[src/rtl/t2mi_i2c_pkg.sv]
// Shared definitions for the I2C target register window.
// Holds the FSM state encoding, the R/W bit and ACK/NACK bit values, and
// the address-match helper used by the top-level FSM.
package t2mi_i2c_pkg;

    typedef enum logic [2:0] {
        ST_IDLE   = 3'd0,
        ST_ADDR   = 3'd1,
        ST_ACK    = 3'd2,
        ST_PTR    = 3'd3,
        ST_WR     = 3'd4,
        ST_RD     = 3'd5,
        ST_IGNORE = 3'd6
    } i2c_state_e;

    localparam logic I2C_RW_READ  = 1'b1;
    localparam logic I2C_RW_WRITE = 1'b0;
    localparam logic I2C_ACK      = 1'b0;
    localparam logic I2C_NACK     = 1'b1;

    // General call (address 0) is never claimed, even if TARGET_ADDR were 0.
    function automatic logic addr_hit(input logic [7:0] addr_byte,
                                      input logic [6:0] target);
        return (addr_byte[7:1] == target) && (addr_byte[7:1] != 7'd0);
    endfunction

endpackage

[src/rtl/i2c_line_filter.sv]
// Conditions one asynchronous bus line.
// A 2-FF synchroniser feeds a stable-count filter: the filtered level only
// follows the synchronised input after it has disagreed with the current
// level for FILTER_LEN consecutive clk cycles. rise/fall pulse for one cycle,
// coincident with the first cycle of the new filtered level.
// Ports:
//   clk, rst_n  system clock, async active-low reset (line resets high = idle)
//   line_in     raw pin input
//   line_f      filtered level
//   rise, fall  1-cycle edge strobes of line_f
module i2c_line_filter #(
    parameter int FILTER_LEN = 4
) (
    input  logic clk,
    input  logic rst_n,
    input  logic line_in,
    output logic line_f,
    output logic rise,
    output logic fall
);

    localparam int CW = (FILTER_LEN > 1) ? $clog2(FILTER_LEN) : 1;
    localparam logic [CW-1:0] CNT_LOAD = CW'(FILTER_LEN - 1);

    logic [1:0]    sync_q;
    logic [CW-1:0] cnt_q;

    always_ff @(posedge clk or negedge rst_n) begin
        if (!rst_n) begin
            sync_q <= 2'b11;
            line_f <= 1'b1;
            cnt_q  <= CNT_LOAD;
            rise   <= 1'b0;
            fall   <= 1'b0;
        end else begin
            sync_q <= {sync_q[0], line_in};
            rise   <= 1'b0;
            fall   <= 1'b0;
            if (sync_q[1] == line_f) begin
                cnt_q <= CNT_LOAD;
            end else if (cnt_q == '0) begin
                // Disagreement has lasted FILTER_LEN cycles: accept it.
                line_f <= sync_q[1];
                rise   <= sync_q[1];
                fall   <= ~sync_q[1];
                cnt_q  <= CNT_LOAD;
            end else begin
                cnt_q <= cnt_q - 1'b1;
            end
        end
    end

endmodule

[src/rtl/i2c_target_regs.sv]
// I2C target exposing a 2**PTR_W byte register window to a host MCU.
// Runs on clk with no clock stretching; SDA is only ever pulled low.
// Ports:
//   clk, rst_n        system clock, async active-low reset
//   scl_in, sda_in    raw bus pins (asynchronous)
//   sda_oe            1 = pull SDA low
//   reg_addr          register index for reg_we / reg_re
//   reg_wdata         write data, valid with reg_we
//   reg_we, reg_re    1-cycle strobes; reg_rdata is sampled the cycle after reg_re
//   reg_rdata         read data from the register bank
//   bus_active        1 from any START to the next STOP
//
// state   | meaning
// IDLE    | bus free, waiting for START
// ADDR    | shifting in the address byte
// ACK     | driving ACK for the byte just received (ack_phase: 0 before, 1 during)
// PTR     | receiving the pointer byte
// WR      | receiving data bytes, one reg_we per byte
// RD      | transmitting bytes, bit_cnt 8 = released, 9 = awaiting host ACK
// IGNORE  | not addressed or host NACKed; hands off until START/STOP
module i2c_target_regs
    import t2mi_i2c_pkg::*;
#(
    parameter logic [6:0] TARGET_ADDR = 7'h42,
    parameter int         PTR_W       = 4,
    parameter int         FILTER_LEN  = 4
) (
    input  logic             clk,
    input  logic             rst_n,
    input  logic             scl_in,
    input  logic             sda_in,
    output logic             sda_oe,
    output logic [PTR_W-1:0] reg_addr,
    output logic [7:0]       reg_wdata,
    output logic             reg_we,
    output logic             reg_re,
    input  logic [7:0]       reg_rdata,
    output logic             bus_active
);

    logic scl_f, scl_rise, scl_fall;
    logic sda_f, sda_rise, sda_fall;

    i2c_line_filter #(.FILTER_LEN(FILTER_LEN)) u_scl_filter (
        .clk    (clk),
        .rst_n  (rst_n),
        .line_in(scl_in),
        .line_f (scl_f),
        .rise   (scl_rise),
        .fall   (scl_fall)
    );

    i2c_line_filter #(.FILTER_LEN(FILTER_LEN)) u_sda_filter (
        .clk    (clk),
        .rst_n  (rst_n),
        .line_in(sda_in),
        .line_f (sda_f),
        .rise   (sda_rise),
        .fall   (sda_fall)
    );

    logic start_det, stop_det, byte_done;
    logic [7:0] rx_byte;

    assign start_det = sda_fall & scl_f;
    assign stop_det  = sda_rise & scl_f;

    i2c_state_e       state_q, state_d;
    i2c_state_e       ack_ret_q, ack_ret_d;
    logic             ack_phase_q, ack_phase_d;
    logic [3:0]       bit_cnt_q, bit_cnt_d;
    logic [7:0]       rx_q, rx_d;
    logic [7:0]       tx_q, tx_d;
    logic [PTR_W-1:0] ptr_q, ptr_d;
    logic [PTR_W-1:0] reg_addr_d;
    logic [7:0]       reg_wdata_d;
    logic             sda_oe_d, reg_we_d, reg_re_d, bus_active_d;
    logic             re_dly_q;

    // Full byte as it stands at the rising edge of its 8th bit.
    assign rx_byte   = {rx_q[6:0], sda_f};
    assign byte_done = scl_rise && (bit_cnt_q == 4'd7);

    always_ff @(posedge clk or negedge rst_n) begin
        if (!rst_n) begin
            state_q <= ST_IDLE;
        end else begin
            state_q <= state_d;
        end
    end

    always_comb begin
        state_d = state_q;
        if (start_det) begin
            state_d = ST_ADDR;
        end else if (stop_det) begin
            state_d = ST_IDLE;
        end else begin
            case (state_q)
                ST_IDLE:   state_d = ST_IDLE;
                ST_ADDR: begin
                    if (byte_done) begin
                        state_d = addr_hit(rx_byte, TARGET_ADDR) ? ST_ACK : ST_IGNORE;
                    end
                end
                ST_ACK: begin
                    if (scl_fall && ack_phase_q) state_d = ack_ret_q;
                end
                ST_PTR, ST_WR: begin
                    if (byte_done) state_d = ST_ACK;
                end
                ST_RD: begin
                    if (scl_rise && (bit_cnt_q == 4'd9) && (sda_f == I2C_NACK)) begin
                        state_d = ST_IGNORE;
                    end
                end
                ST_IGNORE: state_d = ST_IGNORE;
                default:   state_d = ST_IDLE;
            endcase
        end
    end

    always_comb begin
        ack_ret_d    = ack_ret_q;
        ack_phase_d  = ack_phase_q;
        bit_cnt_d    = bit_cnt_q;
        rx_d         = rx_q;
        tx_d         = tx_q;
        ptr_d        = ptr_q;
        sda_oe_d     = sda_oe;
        reg_addr_d   = reg_addr;
        reg_wdata_d  = reg_wdata;
        reg_we_d     = 1'b0;
        reg_re_d     = 1'b0;
        bus_active_d = bus_active;

        // Bank returns data the cycle after reg_re.
        if (re_dly_q) tx_d = reg_rdata;

        if (start_det) begin
            sda_oe_d     = 1'b0;
            bit_cnt_d    = 4'd0;
            ack_phase_d  = 1'b0;
            bus_active_d = 1'b1;
        end else if (stop_det) begin
            sda_oe_d     = 1'b0;
            bit_cnt_d    = 4'd0;
            bus_active_d = 1'b0;
        end else begin
            case (state_q)
                ST_ADDR: begin
                    if (scl_rise) begin
                        rx_d      = rx_byte;
                        bit_cnt_d = bit_cnt_q + 4'd1;
                    end
                    if (byte_done) begin
                        bit_cnt_d   = 4'd0;
                        ack_phase_d = 1'b0;
                        if (addr_hit(rx_byte, TARGET_ADDR)) begin
                            ack_ret_d = (rx_byte[0] == I2C_RW_WRITE) ? ST_PTR : ST_RD;
                            if (rx_byte[0] == I2C_RW_READ) begin
                                reg_re_d   = 1'b1;
                                reg_addr_d = ptr_q;
                            end
                        end
                    end
                end
                ST_ACK: begin
                    if (scl_fall) begin
                        if (!ack_phase_q) begin
                            sda_oe_d    = 1'b1;
                            ack_phase_d = 1'b1;
                        end else begin
                            ack_phase_d = 1'b0;
                            bit_cnt_d   = 4'd0;
                            sda_oe_d    = 1'b0;
                            // Read: the fall ending the ACK also launches the MSB.
                            if (ack_ret_q == ST_RD) begin
                                sda_oe_d  = ~tx_q[7];
                                tx_d      = {tx_q[6:0], 1'b0};
                                bit_cnt_d = 4'd1;
                            end
                        end
                    end
                end
                ST_PTR, ST_WR: begin
                    if (scl_rise) begin
                        rx_d      = rx_byte;
                        bit_cnt_d = bit_cnt_q + 4'd1;
                    end
                    if (byte_done) begin
                        bit_cnt_d   = 4'd0;
                        ack_phase_d = 1'b0;
                        ack_ret_d   = ST_WR;
                        if (state_q == ST_PTR) begin
                            ptr_d = rx_byte[PTR_W-1:0];
                        end else begin
                            reg_we_d    = 1'b1;
                            reg_addr_d  = ptr_q;
                            reg_wdata_d = rx_byte;
                            ptr_d       = ptr_q + PTR_W'(1);
                        end
                    end
                end
                ST_RD: begin
                    if (scl_fall) begin
                        if (bit_cnt_q < 4'd8) begin
                            sda_oe_d  = ~tx_q[7];
                            tx_d      = {tx_q[6:0], 1'b0};
                            bit_cnt_d = bit_cnt_q + 4'd1;
                        end else if (bit_cnt_q == 4'd8) begin
                            sda_oe_d  = 1'b0;
                            bit_cnt_d = 4'd9;
                        end
                    end
                    if (scl_rise && (bit_cnt_q == 4'd9)) begin
                        // Pointer advances past the byte just sent, ACK or NACK.
                        ptr_d     = ptr_q + PTR_W'(1);
                        bit_cnt_d = 4'd0;
                        if (sda_f == I2C_ACK) begin
                            reg_re_d   = 1'b1;
                            reg_addr_d = ptr_q + PTR_W'(1);
                        end
                    end
                end
                ST_IGNORE: sda_oe_d = 1'b0;
                default: ;
            endcase
        end
    end

    always_ff @(posedge clk or negedge rst_n) begin
        if (!rst_n) begin
            ack_ret_q   <= ST_IDLE;
            ack_phase_q <= 1'b0;
            bit_cnt_q   <= 4'd0;
            rx_q        <= 8'd0;
            tx_q        <= 8'd0;
            ptr_q       <= '0;
            sda_oe      <= 1'b0;
            reg_addr    <= '0;
            reg_wdata   <= 8'd0;
            reg_we      <= 1'b0;
            reg_re      <= 1'b0;
            bus_active  <= 1'b0;
            re_dly_q    <= 1'b0;
        end else begin
            ack_ret_q   <= ack_ret_d;
            ack_phase_q <= ack_phase_d;
            bit_cnt_q   <= bit_cnt_d;
            rx_q        <= rx_d;
            tx_q        <= tx_d;
            ptr_q       <= ptr_d;
            sda_oe      <= sda_oe_d;
            reg_addr    <= reg_addr_d;
            reg_wdata   <= reg_wdata_d;
            reg_we      <= reg_we_d;
            reg_re      <= reg_re_d;
            bus_active  <= bus_active_d;
            re_dly_q    <= reg_re;
        end
    end

endmodule

[config.mk]
export PLATFORM = sky130hd
export DESIGN_NAME = i2c_target_regs
export DESIGN_NICKNAME = d
export VERILOG_FILES = /design/src/rtl/t2mi_i2c_pkg.sv /design/src/rtl/i2c_line_filter.sv /design/src/rtl/i2c_target_regs.sv
export SDC_FILE = /design/constraint.sdc
export NUM_CORES = 1
export LEC_CHECK = 0
export ABC_AREA = 0
export CAP_MARGIN = 20
export CORE_ASPECT_RATIO = 1.25
export CORE_MARGIN = 5
export CORE_UTILIZATION = 35
export CTS_CLUSTER_SIZE = 16
export DETAILED_ROUTE_END_ITERATION = 7
export PLACE_DENSITY = 0.65
export RECOVER_POWER = 25
export SLEW_MARGIN = 30
export SYNTH_ARGS = -nofsm -noshare
export SYNTH_HDL_FRONTEND = slang
export SYNTH_HIERARCHICAL = 1
export SYNTH_SLANG_ARGS = --single-unit
[constraint.sdc]
create_clock -name clk -period 2.05 [get_ports clk]
set_input_delay 0.205 -clock clk [delete_from_list [all_inputs] [get_ports clk]]
set_output_delay 0.205 -clock clk [all_outputs]
set_load 0.05 [all_outputs]
### After elaboration in Yosys (flattened, before gate mapping)

Index checks and enable logic that the tools add are counted.

* bits of input ports: 12
* flip-flop bits (word level): 61
* logic and storage cells: 189
* output and inout bits: 16

* reduce and logical (&&, ||, !) cells: 28
* add/subtract/negate cells: 4
* bitwise gates (word level): 10
* equal/unequal tests: 34
* order comparisons: 1
* multiplexer cells: 88

Operators by type and width (number)
* 4-bit two-way mux: 20
* 8-bit two-way mux: 8
* 1-bit two-way mux: 36
* 3-bit two-way mux: 11
* 4-bit case mux with 3 select lines: 2
* 4-bit inequality test (second input constant): 5
* 8-bit case mux with 2 select lines: 1
* 4-bit AND reduction: 4
* 3-bit case mux with 5 select lines: 1
* 2-bit inequality test (second input constant): 7
* 3-bit equality test (second input constant): 4
* 6-bit AND reduction: 2
* 10-bit AND reduction: 1
* 5-bit AND reduction: 2
* 5-bit nonzero test: 2
* 4-bit by 1-bit adder with 4-bit output (second input constant): 2
* 4-bit equality test (second input constant): 2
* 2-bit two-way mux: 4
* 4-bit by 3-bit inequality test with 1-bit output (second input constant): 2
* 1-bit inverter: 8
* 4-bit case mux with 2 select lines: 1
* 7-bit equality test (second input constant): 1
* 7-bit nonzero test: 1
* 3-bit by 2-bit equality test with 1-bit output (second input constant): 2
* other kinds (23): 36

### Logic depth before layout (Yosys ltp)

* word-level depth: 8
* depth in mapped cells: 8
* depth with buffers taken out: 7

### Modules after synthesis

The synthesis kept the hierarchy.

By module, submodules not included
* i2c_target_regs: cells an instance 266, times used 1, sequential area each 1176.1 sq um, area an instance 2651.3 sq um
* i2c_line_filter: cells an instance 18, times used 2, sequential area each 181.4 sq um, area an instance 245.2 sq um

### Least setup slack after synthesis

Ideal clock, no wire load.

* kind: reg2reg
* start: register bit_cnt_q[0]
* end: register reg_addr[0]
* arrival: 1.848 ns
* setup time: 0.125 ns
* period minus slack after synthesis: 1.973 ns
* data required time: 1.925 ns
* buffers on the path: 0
* path slack: 0.077 ns
* cell stages (with the launch flop): 7
* cells stage by stage: dfrtp_1 > ha_1 > nand4b_4 > o21a_1 > or3_1 > or3_4 > mux2_4

* longest elaborated chain between the ends: 4
* elaborated cells between the ends (all ways): 8
* classes of those cells: eq/ne: 5; reduce/logical: 3

Ends and longest elaborated chain
* from (decl): line i2c_target_regs.sv:71 `logic [3:0] bit_cnt_q, bit_cnt_d;`
* from (signal assigned): line i2c_target_regs.sv:250 `bit_cnt_q <= bit_cnt_d;`
* 4-bit equality test or 4-bit by 3-bit equality test with 1-bit output (tied branches): line i2c_target_regs.sv:216, i2c_target_regs.sv:82
* 1-bit logical AND, on equally long branches: line i2c_target_regs.sv:216, i2c_target_regs.sv:82
* 2-bit inequality test (no line)
* 10-bit AND reduction (no line) *
* to (signal assigned): line i2c_target_regs.sv:255 `reg_addr <= reg_addr_d;`
* to (decl): line i2c_target_regs.sv:33 `output logic [PTR_W-1:0] reg_addr,`

Mark *: on every way between the ends. The rest lies on a longest branch, timed or not.
A chain may end at the register's enable or synchronous reset.

### Worst setup path in the final report

* start: register bit_cnt_q[0]
* end: register reg_addr[2]

Same word-level chain as after synthesis.

==> metrics.md <==
| Metric | Value |
|---|---|
| Post-Synthesis Cell Area | 3142 µm² |
| Gp weighted congestion | 0.8962 |
| Vias per Instance | approximately 5.2 |
| Htree depth | 3 |
| Vias in the first global route | roughly 2400 |
| Layout cells sized above 1 | roughly 22% |
| Register area share after synthesis | between 40% and 50% |
| Via Count | approximately 2400 |
| Avg Synthesized Cell Area | ~10 µm² |
| Req. time, crit path | between 2000 and 2500 ps |
| Tcrit/Tclk final | 96.80% |
| Hold_sp | u_scl_filter/sync_q[0] |
| CTS Buf Count | 9 |
| I/O pins | 28 |
| FF-to-FF Start | bit_cnt_q[0] |
| DRC Markers | 0 |
| Worst rel slew slack | around 44% |
| Die area | ~11000 µm² |
| Pre-CTS WS | 32.07 ps |
| Worst VDD drop | 0.0005396 V |
| Reg2reg end | reg_addr[2] |
| Routed wire per std cell | ~14 µm |
| Worst r2r path cells | 7 |
| Initial Util | 35.91% |
| Max Clock Skew | about 8.7 ps |
| Largest cells by area after synthesis | dfrtp_1 (41%), dfstp_2 (8.4%), nand2_1 (4.1%), mux2_2 (3.9%), mux2i_1 (3.5%) |
| Port bufs | 27 |
| Dpl hpwl | about 4700 µm |
| Post-layout net count | 367 |
| CP Launch Type | flip-flop |
| Die W | 94.74 µm |
| Cell Rows | 38 |
| Clock-pin slew on the worst setup and hold paths | ~70 ps |
| Root Buffer | clkbuf_8 |
| DRT Pass-1 Iters | 6 |
| Clk buf depth | 2 |
| Filler Cell Count | 839 |
| HP Class | flip-flop to flip-flop |
| Maximum clock rate | 503.9 MHz |
| Initial antenna violation count | 0 |
| Slack of the critical path | around 66 ps |
| Fin. Hold Viols | 0 |
| Share of the synthesized area in the top cell type | just over 40% |
| Total gr overflow | 0 |
| Worst Hold Path EP | u_scl_filter/sync_q[1] |
| MaxCap Viol Count | 0 |
| CTS tree | done |
| Fin. max-slew vios | 0 |
| Area grow syn2layout | 25.65% |
| Critical path arrival | ~2200 ps |
| Critical path fanouts, max | 4 |
| Leakage power | about 1.7 nW |
| Clock Sinks | a little over 60 |
| Pwr/cell area | 772.1 nW/µm² |
| Synthesis-stage register bit count | 61 |
| DR iter-0 viols | ~220 |
| Synthesized Nets | ~320 |
| Gr usage total | 13.34% |
| Leading register cell type out of synthesis | dfrtp_1 |
| CP Class | flip-flop to flip-flop |
| Status | complete, no violations |
| DRT antenna net count | 0 |
| Drt total wl | a little under 7000 µm |
| Setup slack, reg-to-reg | around 66 ps |
| Hold depth | 0 |
| Finish-stage setup viols | 0 |
| Minimum clock period | 1984 ps |
| Worst Setup SP | bit_cnt_q[0] |
| DIE HEIGHT | 115.9 µm |
| Core ar. | between 8000 and 9000 µm² |
| Number of synthesized flops with an enable pin | 0 |
| Setup crit end kind | flip-flop |
| Worst Max-Slew Pin Slew | between 800 and 900 ps |
| Setup_tns | 0 ps |
| Yosys top cell by area | dfrtp_1 |
| Ys async rst share | 100.0% |
| Cell count after synthesis | between 300 and 400 |
| Total inserted antenna cells | 0 |
| Global-route wire length before repair | roughly 12000 µm |
| Worst-skew pair later-pin latency | approximately 350 ps |
| Cell variety after synth | 57 |
| YS warnings | 6 |
| Largest net degree at the start of global routing | slightly above 60 |
[logic make-up after synthesis]
| family | after synthesis | synth area share (%) |
|---|---|---|
| compound gates | 69 | 14.02 |
| flops | 61 | 48.98 |
| buf+inv | 30 | 3.903 |
| fa+ha+maj | 7 | 2.788 |
| xor+xnor | 5 | 1.394 |
| mux | 31 | 11.15 |
| simple gates | 99 | 17.76 |
[critical path: stages, from the launching register on]
cell,delay (ps)
dfrtp_1,350
buf_4,120
ha_4,150
nand4b_4,100
o21a_1,150
or3_1,320
or3_4,380
mux2_4,310
[cell usage in the layout, fill, tap and decap left out, drive strengths merged, types with 4 or more instances in the layout]
cell	instances
mux2	20
buf	23
ha	7
dfrtp	51
mux2i	11
inv	15
nor2	18
nand2	34
nor4b	5
clkbuf	10
nand2b	6
a21oi	17
dfstp	10
o21ai	20
a31oi	4
nand3	6
nor3	4
nor3b	4
clkdlybuf4s50	24
[metal layers]
| layer | GRT usage, % | share of wire, % | up-vias |
|---|---|---|---|
| met5 | 0 | 0 | - |
| met4 | 6.737 | 2.8 | 0 |
| met3 | 4.156 | 4.6 | 20 |
| met2 | 21.12 | 47 | 59 |
| met1 | 16.34 | 45 | 1185 |
| li1 | - | - | 1172 |
[what timing repair did]
item / 4_1_cts / 5_1_grt
setup endpoints to repair: 0 / 4
hold buffers: 1 / 0
gates resized for setup: 0 / 8
buffers inserted: 0 / 3
endpoints found under the hold margin: 51 / 0
[where the power goes]
group / internal [mW] / switching (mW)
Clock: 0.813 / 0.508
Sequential: 1.31 / 0.0678
Combinational: 0.139 / 0.206
[layout make-up]
| type | instances | area (µm²) | share of cell area [%] |
|---|---|---|---|
| Sequential cell | 61 | 1540 | 39.02 |
| Multi-Input combinational cell | 211 | 1510 | 38.26 |
| Timing Repair Buffer | 51 | 447.9 | 11.35 |
| Tap cell | 120 | 150.1 | 3.803 |
| Clock buffer | 9 | 123.9 | 3.138 |
| Clock inverter | 7 | 122.6 | 3.106 |
| Inverter | 14 | 52.55 | 1.331 |
[state kept, by name (all words and copies together), names as in the netlist, 2 cells and up]
signal               cells
ack_ret_q                3
tx_q                     8
u_sda_filter/cnt_q       2
reg_addr                 4
ptr_q                    4
rx_q                     7
u_scl_filter/cnt_q       2
state_q                  3
bit_cnt_q                4
u_sda_filter/sync_q      2
reg_wdata                8
u_scl_filter/sync_q      2
[metrics by stage]
stage | hold slack [ps] | total power [mW] | std cells | instance area [µm²] | utilization, %
finish | 356.1 | 3.048 | 473 | 3948 | 45.12
global route | 364.0 | 3.197 | 473 | 3948 | 45.12
CTS | 243.4 | 3.091 | 470 | 3906 | 44.65
detailed placement | 241.3 | 1.754 | 453 | 3650 | 41.72
global placement | 239.0 | 1.738 | 453 | 3650 | 41.72
floorplan | -90.59 | 1.598 | 302 | 3142 | -
[worst max path at each step]
| stage | slack, ps | endpoint | cells after the start |
|---|---|---|---|
| 2_1_floorplan | 80 | reg_addr[0] | 6 |
| 3_3_place_gp | 60 | reg_addr[2] | 6 |
| 3_5_place_dp | 30 | reg_addr[2] | 6 |
| 4_1_cts | 10 | reg_addr[2] | 6 |
| 5_1_grt | -2 | reg_addr[1] | 7 |
| 6_report | 70 | reg_addr[2] | 7 |
[cells in the mapped netlist, types with 2 or more instances]
cell,count
nand4_1,3
xor2_1,3
o21a_1,3
o22ai_1,2
a22oi_1,3
nand2b_1,6
dfrtp_1,51
nor3b_1,3
mux2i_1,11
and4b_1,2
a22o_1,3
mux2_4,4
dfstp_2,10
a31oi_1,4
nand2_1,34
o21ai_0,17
nor4b_1,5
and3b_1,3
nand3b_1,3
nand3_1,6
buf_2,8
clkbuf_1,6
ha_1,7
nor3_1,4
o211ai_1,2
buf_1,2
a211oi_1,3
xnor2_1,2
a21boi_0,2
o21ai_1,3
mux2_2,11
mux2_1,5
a21oi_1,16
or3_1,2
nor2_1,18
inv_1,14
Note: power is estimated with default switching activity, not from simulation.
